$ cat src/rtl/control_unit.sv
// control_unit: hardwired Moore control FSM sequencing fetch/decode/execute for the 32-bit single-bus datapath.
// Optional feature: define MUL_DIV_EN to execute mul (01000) / div (01001); otherwise they decode as nop.
module control_unit #(
  parameter int unsigned MEM_WAIT_MAX = 15
) (
  input  logic        clock,
  input  logic        clear,
  input  logic [31:0] ir,
  input  logic        con_ff,
  input  logic        mem_ready,
  output logic        PCout, PCin, IncPC, MARin, MDRin, MDRout, IRin, Yin, Zin,
  output logic        Zlowout, Zhighout, HIin, HIout, LOin, LOout, Cout, CONin,
  output logic        Gra, Grb, Grc, Rin, Rout, BAout,
  output logic        Read, Write,
  output logic [3:0]  ALUselect,
  output logic        run
);
  typedef enum logic [3:0] {
    S_RST, S_T0, S_T1, S_T2, S_T3, S_T4, S_T5, S_T6, S_T7, S_HALT
  } state_t;

  typedef enum logic [3:0] {
    C_NOP, C_RTYPE, C_IMM, C_LD, C_ST, C_BR, C_MFHI, C_MFLO, C_MULDIV, C_HALT
  } cls_t;

  localparam int unsigned CW = $clog2(MEM_WAIT_MAX + 1);

  state_t         state, state_nx;
  logic [4:0]     opcode;
  logic [CW-1:0]  wcnt;
  cls_t           cls, cls_ir;
  logic           waiting, timeout;
  logic           unused_ir;

  function automatic cls_t decode(input logic [4:0] op);
    cls_t c;
    c = C_NOP;
    case (op)
      5'd0, 5'd1, 5'd2, 5'd3, 5'd4, 5'd5, 5'd6, 5'd7, 5'd10, 5'd11: c = C_RTYPE;
`ifdef MUL_DIV_EN
      5'd8, 5'd9:                c = C_MULDIV;
`endif
      5'd12, 5'd13, 5'd14:       c = C_IMM;
      5'd16:                     c = C_LD;
      5'd17:                     c = C_ST;
      5'd18:                     c = C_BR;
      5'd20:                     c = C_MFHI;
      5'd21:                     c = C_MFLO;
      5'd27:                     c = C_HALT;
      default:                   c = C_NOP;
    endcase
    return c;
  endfunction

  assign unused_ir = ^ir[26:0];
  assign cls       = decode(opcode);
  // T2 decides the branch into execute from ir directly: the latch only updates on that same edge
  assign cls_ir    = decode(ir[31:27]);
  assign waiting   = (state == S_T1) || (state == S_T6 && cls == C_LD) ||
                     (state == S_T7 && cls == C_ST);
  assign timeout   = (wcnt >= CW'(MEM_WAIT_MAX - 1));

  always_ff @(posedge clock) begin
    if (clear) begin
      state  <= S_RST;
      opcode <= '0;
      wcnt   <= '0;
    end else begin
      state <= state_nx;
      if (state == S_T2) opcode <= ir[31:27];
      wcnt <= (waiting && state_nx == state) ? wcnt + CW'(1) : '0;
    end
  end

  always_comb begin
    state_nx = state;
    case (state)
      S_RST:  state_nx = S_T0;
      S_T0:   state_nx = S_T1;
      S_T1:   if (mem_ready) state_nx = S_T2;
              else if (timeout) state_nx = S_HALT;
      S_T2:   case (cls_ir)
                C_NOP:   state_nx = S_T0;
                C_HALT:  state_nx = S_HALT;
                default: state_nx = S_T3;
              endcase
      S_T3:   state_nx = (cls == C_MFHI || cls == C_MFLO) ? S_T0 : S_T4;
      S_T4:   state_nx = S_T5;
      S_T5:   state_nx = (cls == C_RTYPE || cls == C_IMM) ? S_T0 : S_T6;
      S_T6:   if (cls == C_ST) state_nx = S_T7;
              else if (cls != C_LD) state_nx = S_T0;
              else if (mem_ready) state_nx = S_T7;
              else if (timeout) state_nx = S_HALT;
      S_T7:   if (cls != C_ST || mem_ready) state_nx = S_T0;
              else if (timeout) state_nx = S_HALT;
      S_HALT: state_nx = S_HALT;
      default: state_nx = S_RST;
    endcase
  end

  always_comb begin
    {PCout, PCin, IncPC, MARin, MDRin, MDRout, IRin, Yin, Zin} = '0;
    {Zlowout, Zhighout, HIin, HIout, LOin, LOout, Cout, CONin} = '0;
    {Gra, Grb, Grc, Rin, Rout, BAout, Read, Write}             = '0;
    ALUselect = '0;
    run       = (state != S_RST) && (state != S_HALT);
    case (state)
      S_T0: {PCout, MARin, IncPC, Zin} = '1;
      S_T1: {Zlowout, PCin, Read, MDRin} = '1;
      S_T2: {MDRout, IRin} = '1;
      S_T3: case (cls)
              C_RTYPE, C_IMM: {Grb, Rout, Yin} = '1;
              C_LD, C_ST:     {Grb, BAout, Yin} = '1;
              C_BR:           {Gra, Rout, CONin} = '1;
              C_MFHI:         {HIout, Gra, Rin} = '1;
              C_MFLO:         {LOout, Gra, Rin} = '1;
              C_MULDIV:       {Gra, Rout, Yin} = '1;
              default: ;
            endcase
      S_T4: case (cls)
              C_RTYPE:  begin {Grc, Rout, Zin} = '1; ALUselect = opcode[3:0]; end
              C_IMM:    begin
                          {Cout, Zin} = '1;
                          ALUselect = (opcode == 5'd13) ? 4'd2 : (opcode == 5'd14) ? 4'd3 : 4'd0;
                        end
              C_LD, C_ST: {Cout, Zin} = '1;
              C_BR:     {PCout, Yin} = '1;
              C_MULDIV: begin {Grb, Rout, Zin} = '1; ALUselect = opcode[3:0]; end
              default: ;
            endcase
      S_T5: case (cls)
              C_RTYPE, C_IMM: {Zlowout, Gra, Rin} = '1;
              C_LD, C_ST:     {Zlowout, MARin} = '1;
              C_BR:           {Cout, Zin} = '1;
              C_MULDIV:       {Zlowout, LOin} = '1;
              default: ;
            endcase
      S_T6: case (cls)
              C_LD:     {Read, MDRin} = '1;
              C_ST:     {Gra, Rout, MDRin} = '1;
              C_BR:     begin Zlowout = 1'b1; PCin = con_ff; end
              C_MULDIV: {Zhighout, HIin} = '1;
              default: ;
            endcase
      S_T7: case (cls)
              C_LD:    {MDRout, Gra, Rin} = '1;
              C_ST:    Write = 1'b1;
              default: ;
            endcase
      default: ;
    endcase
  end
endmodule

$ cat config.mk
export PLATFORM = sky130hd
export DESIGN_NAME = control_unit
export DESIGN_NICKNAME = d
export VERILOG_FILES = /design/src/rtl/control_unit.sv
export SDC_FILE = /design/constraint.sdc
export NUM_CORES = 1
export LEC_CHECK = 0
export ABC_AREA = 1
export CORE_MARGIN = 8
export CORE_UTILIZATION = 39
export DETAILED_ROUTE_END_ITERATION = 10
export PLACE_DENSITY_LB_ADDON = 0.08
export SYNTH_ARGS = -nofsm -noshare
export SYNTH_HDL_FRONTEND = slang
export SYNTH_SLANG_ARGS = --single-unit
$ cat constraint.sdc
create_clock -name clock -period 1.8 [get_ports clock]
set_input_delay 0.36 -clock clock [delete_from_list [all_inputs] [get_ports clock]]
set_output_delay 0.36 -clock clock [all_outputs]
set_load 0.01 [all_outputs]
Word-level counts from Yosys, hierarchy flattened
Memories as Yosys holds them, arrays and structs flattened. A register that Yosys moved wholly into a read port is not among the register bits.
Cells that the tools add are included.
W data, S select, Z words.
{ "word_totals": {"regBits": 13, "mem_bits_ro": 256, "in_bits": 36, "out_inout_bits": 30, "word_cells": 111, "mem_count": 2} }
{ "classes": {"n_addsub": 1, "magnitude_cmp": 1, "eq_ne": 24, "n_mux": 57, "bitwise": 1, "n_reduce_logical": 22} }
{ "memory_table": {"columns": ["name", "words", "width", "rd", "rd_clocked_by_memory_dff", "wr", "line_no", "rtl"], "rows": [
  ["(name not given)", 32, 4, 1, 0, 0, "38", "case (op)"],
  ["(name not given)", 32, 4, 1, 1, 0, "38", null]
]} }
{ "op_table": {"columns": ["operator", "n"], "rows": [
  ["$pmux W4 S10", 1],
  ["$eq A4 B3 Y1 const B", 8],
  ["$mux W4", 7],
  ["$mux W1", 27],
  ["$pmux W1 S2", 9],
  ["$eq A4 B2 Y1 const B", 4],
  ["$eq A4 B4 Y1 const B", 4],
  ["$pmux W4 S2", 2],
  ["$pmux W1 S3", 4],
  ["$reduce_or A4 Y1", 3],
  ["$eq A5 B4 Y1 const B", 2],
  ["$mux W5", 2],
  ["$reduce_or A2 Y1", 5],
  ["$eq A4 B1 Y1 const B", 2],
  ["$logic_not A4 Y1", 2],
  ["$mux W3", 2],
  ["$logic_or A1 B1 Y1", 5],
  ["$reduce_or A5 Y1", 1],
  ["$add A4 B1 Y4 const B", 1],
  ["$eq A4 B4 Y1", 1],
  ["$ge A4 B4 Y1 const B", 1],
  ["$logic_and A1 B1 Y1", 4],
  ["$mux W2", 2],
  ["$ne A4 B2 Y1 const B", 1],
  ["6 further kinds", 6]
]} }

Logic depth before layout (Yosys ltp)
Gate-level depths: netlist of run 1.
{ "depth": {"word_depth": 10, "depth_mapped": 15, "ltp_nobuf": 15} }

Worst setup path before layout of run 1
No wires, ideal clock.
{ "synth_path": {"path_kind": "register -> output", "start": "reg state[0]", "end": "out ALUselect[0]", "t_arrival_ns": 1.414, "required_ns": 1.440, "setup_slack_ns": 0.026, "path_stages_with_launch": 9, "path_cell_list": "dfxtp_1 inv_2 nor2_1 inv_1 nor2_2 inv_1 nor2_1 a21oi_1 o22ai_1"} }
{ "synth_between": {"elab_chain_cells": 2} }
{ "synth_rtl": {"columns": ["element", "line_no", "rtl"], "rows": [
  ["start: declaration", "28", "state_t state, state_nx;"],
  ["start signal: assignment", "69", "state <= state_nx;"],
  ["$eq A4 B3 Y1", "107", "case (state)"],
  ["$mux W4", "107", null],
  ["end: declaration", "15", "output logic [3:0] ALUselect,"]
]} }
No other way between the ends.

Worst setup path after layout of run 1
{ "layout_path": {"start": "reg state[0]", "end": "out Gra"} }
{ "layout_between": {"elab_chain_cells": 2, "elab_cells_between_ends": 5, "cone_classes": "4 x eq/ne; 1 x mux"} }
{ "layout_rtl": {"columns": ["element", "line_no", "rtl"], "rows": [
  ["$eq A4 B4 Y1 or $eq A4 B3 Y1 (tied branches)", "107", null],
  ["$pmux W1 S4 *", "107", null],
  ["end: declaration", "13", "output logic Gra, Grb, Grc, Rin, Rout, BAout,"]
]} }
Mark *: on every way between the ends. The rest lies on a longest branch, timed or not.

==> insert_results.sql, run 1 <==
INSERT INTO impl_metrics (metric_group, metric, value, unit) VALUES
('drt', 'route.vias.total', '2182', ''),
('timing', 'worst-slew-pin-transition', '387', 'ps'),
('layout', 'finalCoreUtilization', '0.806', ''),
('power_and_ir_drop', 'static-leakage-power', '1.54', 'nW'),
('status', 'violations', 'setup timing', ''),
('drt', 'detail_route.vias_per_cell', '5.03', ''),
('grt', 'maximum_number_of_pins_on_one_net_before_global_route_repair', '11', ''),
('die', 'floorplan.io_pins', '66', ''),
('die', 'core', '0.00388', 'mm^2'),
('drt', 'first_pass_iters', '4', ''),
('drt', 'drt_iter0_markers', '120', ''),
('status', 'status', 'complete, but fails checks', ''),
('timing', 'rsz0062_at_grt', 'yes', ''),
('layout', 'drive_gt1_frac', '0.625', ''),
('synthesis', 'syn_inst_count', '260', ''),
('layout', 'filler_cell_count', '256', ''),
('timing', 'achievable-frequency', '0.522', 'GHz'),
('timing', 'timing.final.hold_violations', '0', ''),
('synthesis', 'yosys_register_bits', '17', ''),
('synthesis', 'postSynth.topFlopCell', 'dfxtp_1', ''),
('drt', 'ant_nets', '0', ''),
('critical_path', 'wp_data_arrival', '1550', 'ps'),
('layout', 'area.growth.synth_to_final', '104', '%'),
('critical_path', 'crit_required', '1440', 'ps'),
('drt', 'remaining_drc_errors', '0', ''),
('cts', 'cts.root.buffer_cell', 'clkbuf_8', ''),
('layout', 'insertedDiodeCount', '0', ''),
('drt', 'drt_wl_total', '6380', 'um'),
('die', 'area_of_the_die', '0.00620', 'mm^2'),
('power_and_ir_drop', 'power_per_cell_area', '460', 'mW/mm^2'),
('grt', 'grt_antenna_before_repair', '0', ''),
('layout', 'final_net_count', '432', ''),
('cts', 'cts-buffers-inserted', '3', ''),
('drt', 'wire_per_inst', '14.7', 'um'),
('timing', 'max-slew-margin-rel', '0.740', ''),
('synthesis', 'seq_area_frac_synth', '0.221', ''),
('placed_design', 'place.gp.congestion', '0.849', ''),
('power_and_ir_drop', 'worst_ir_drop_vdd', '596', 'uV'),
('critical_path', 'start_kind', 'flop', ''),
('critical_path', 'worst_setup_path_end_kind', 'output port', ''),
('timing', 'worst_setup_skew_after_layout', '5.17', 'ps'),
('cts', 'cts_hold_repair.buffers', '0', ''),
('synthesis', 'async_flop_share', '0', ''),
('timing', 'drv_slew', '0', ''),
('placed_design', 'port_buffers', '38', ''),
('cts', 'cts-root-to-sink-buffers', '2', ''),
('die', 'die_w', '78.8', 'um'),
('timing', 'final_min_period_over_clock_period', '1.06', ''),
('grt', 'track_usage', '0.179', ''),
('layout', 'mostFrequentLayoutCell', 'buf_4', ''),
('synthesis', 'synthesis.area', '0.00154', 'mm^2'),
('cts', 'clock_tree_from_tritoncts', 'built', ''),
('placed_design', 'place_worst_setup_slack', '-381', 'ps'),
('grt', 'number_of_global_route_vias_before_repair', '2092', ''),
('timing', 'worst_slack', '-115', 'ps'),
('synthesis', 'avgSynthCellArea', '5.91', 'um^2'),
('synthesis', 'yosys.cell_types.count', '30', ''),
('timing', 'final-setup-viol-count', '22', ''),
('cts', 'number_of_levels_the_h_tree_was_split_into', '1', ''),
('synthesis', 'synth_nets', '307', ''),
('synthesis', 'ys_warn_count', '0', ''),
('critical_path', 'crit_path_max_fanout', '4', ''),
('timing', 'layout_min_cycle_time', '1910', 'ps'),
('layout', 'most-common-layout-cells', 'buf_4 (61), nand2_1 (33), inv_1 (27), buf_6 (27), buf_2 (23)', ''),
('grt', 'gr-total-overflow', '0', ''),
('cts', 'tritoncts_num_sinks', '17', ''),
('die', 'initial_core_util', '0.395', ''),
('die', 'std_cell_rows', '23', ''),
('synthesis', 'number_of_enable_type_register_cells_in_the_synthesized_netlist', '0', ''),
('cts', 'insertion_delay', '260', 'ps'),
('cts', 'path_clk_slew', '70', 'ps'),
('job', 'maxCapViolCount', '0', ''),
('critical_path', 'critPathKind', 'reg2out', ''),
('grt', 'grt_pass1_wl', '9270', 'um'),
('placed_design', 'hpwlAfterDp', '4120', 'um'),
('worst_hold_path', 'worst_hold_path_type', 'reg2reg', ''),
('die', 'die-height', '78.8', 'um');
## area by class of cell
class / instances / area (um^2) / area share
Clock inverter: 1 / 5.00 / 0.00160
Sequential cell: 17 / 362 / 0.115
Clock buffer: 3 / 41.3 / 0.0132
Timing Repair Buffer: 121 / 980 / 0.313
Inverter: 53 / 214 / 0.0683
Tap cell: 50 / 62.6 / 0.0200
Multi-Input combinational cell: 189 / 1470 / 0.469
## cell families after synthesis
group	synth area share
AO/OA/AOI/OAI	0.113
XOR/XNOR	0.0114
adder cells (fa/ha/maj)	0.0896
buffers and inverters	0.135
flip-flops	0.222
AND/OR/NAND/NOR	0.429
## state kept, by name, indices dropped and copies added (netlist names)
name	flops
wcnt	4
opcode	5
cls	4
state	4
## synthesized netlist by cell type (5+ instances only)
library cell / number / area share
a21oi_1: 7 / 0.023
dfxtp_1: 17 / 0.22
ha_1: 11 / 0.090
inv_1: 42 / 0.10
inv_2: 10 / 0.024
nand2_1: 60 / 0.15
nand3_1: 16 / 0.052
nand4_1: 5 / 0.020
nor2_1: 44 / 0.11
nor2_2: 6 / 0.024
nor3_1: 6 / 0.020
o21ai_0: 11 / 0.036
## worst max-delay path, stage by stage, from the launching register on
cell and delay (ps):
dfxtp_2 370, inv_4 50, buf_6 120, nand2_4 70, nor2_4 60, inv_2 90, nor2_4 50, a221oi_4 200
nand4_1 130, buf_2 170
## path summary, 6_finish.rpt
kind	startpoint	to	slack (ps)	cells after the start
hold / removal	wcnt[0]	wcnt[0]	510	2
setup / recovery	state[0]	Gra	-110	9
hold reg to reg	wcnt[0]	wcnt[0]	510	2
setup reg to reg	state[1]	cls[0]	-40	14
## layer usage
layer,track usage,vias to the layer above,part of all wire
li1,-,1074,-
met3,0.0293,20,0.058
met4,0.0370,0,0.032
met2,0.318,72,0.50
met1,0.221,1016,0.41
met5,0,-,0
## report_power, final
group / internal [W] / total (W) / switching (W)
sequential: 0.000392 / 0.000413 / 0.0000212
combinational: 0.000353 / 0.000743 / 0.000389
clock: 0.000154 / 0.000286 / 0.000133
## timing repair
item                                    4_1_cts  5_1_grt
endpoints found under the hold margin         0        0
resized for setup                           210       95
pin swaps                                    21       45
endpoints found under the setup margin       39       37
setup buffers                                 7       11
## per-stage QoR
| step | cells | hold slack, ps | cell area (um^2) | power, W | TNS (ps) |
|---|---|---|---|---|---|
| 2_1_floorplan | 260 | 429 | 1540 | 0.000645 | 0 |
| 3_3_place_gp | 413 | 450 | 2470 | 0.000921 | -8550 |
| 3_5_place_dp | 413 | 453 | 2470 | 0.000930 | -9180 |
| 4_1_cts | 424 | 472 | 2730 | 0.00127 | -366 |
| 5_1_grt | 434 | 526 | 3130 | 0.00152 | -2970 |
| 6_report | 434 | 508 | 3130 | 0.00144 | -926 |
(Power assumes the default switching activity.)
==> inputs of run 2 (changes only) <==
CTS_CLUSTER_SIZE = 24   (was unset)
==> results of run 2 <==
No change in the layout: final DEF, timing and power equal those of run 1.
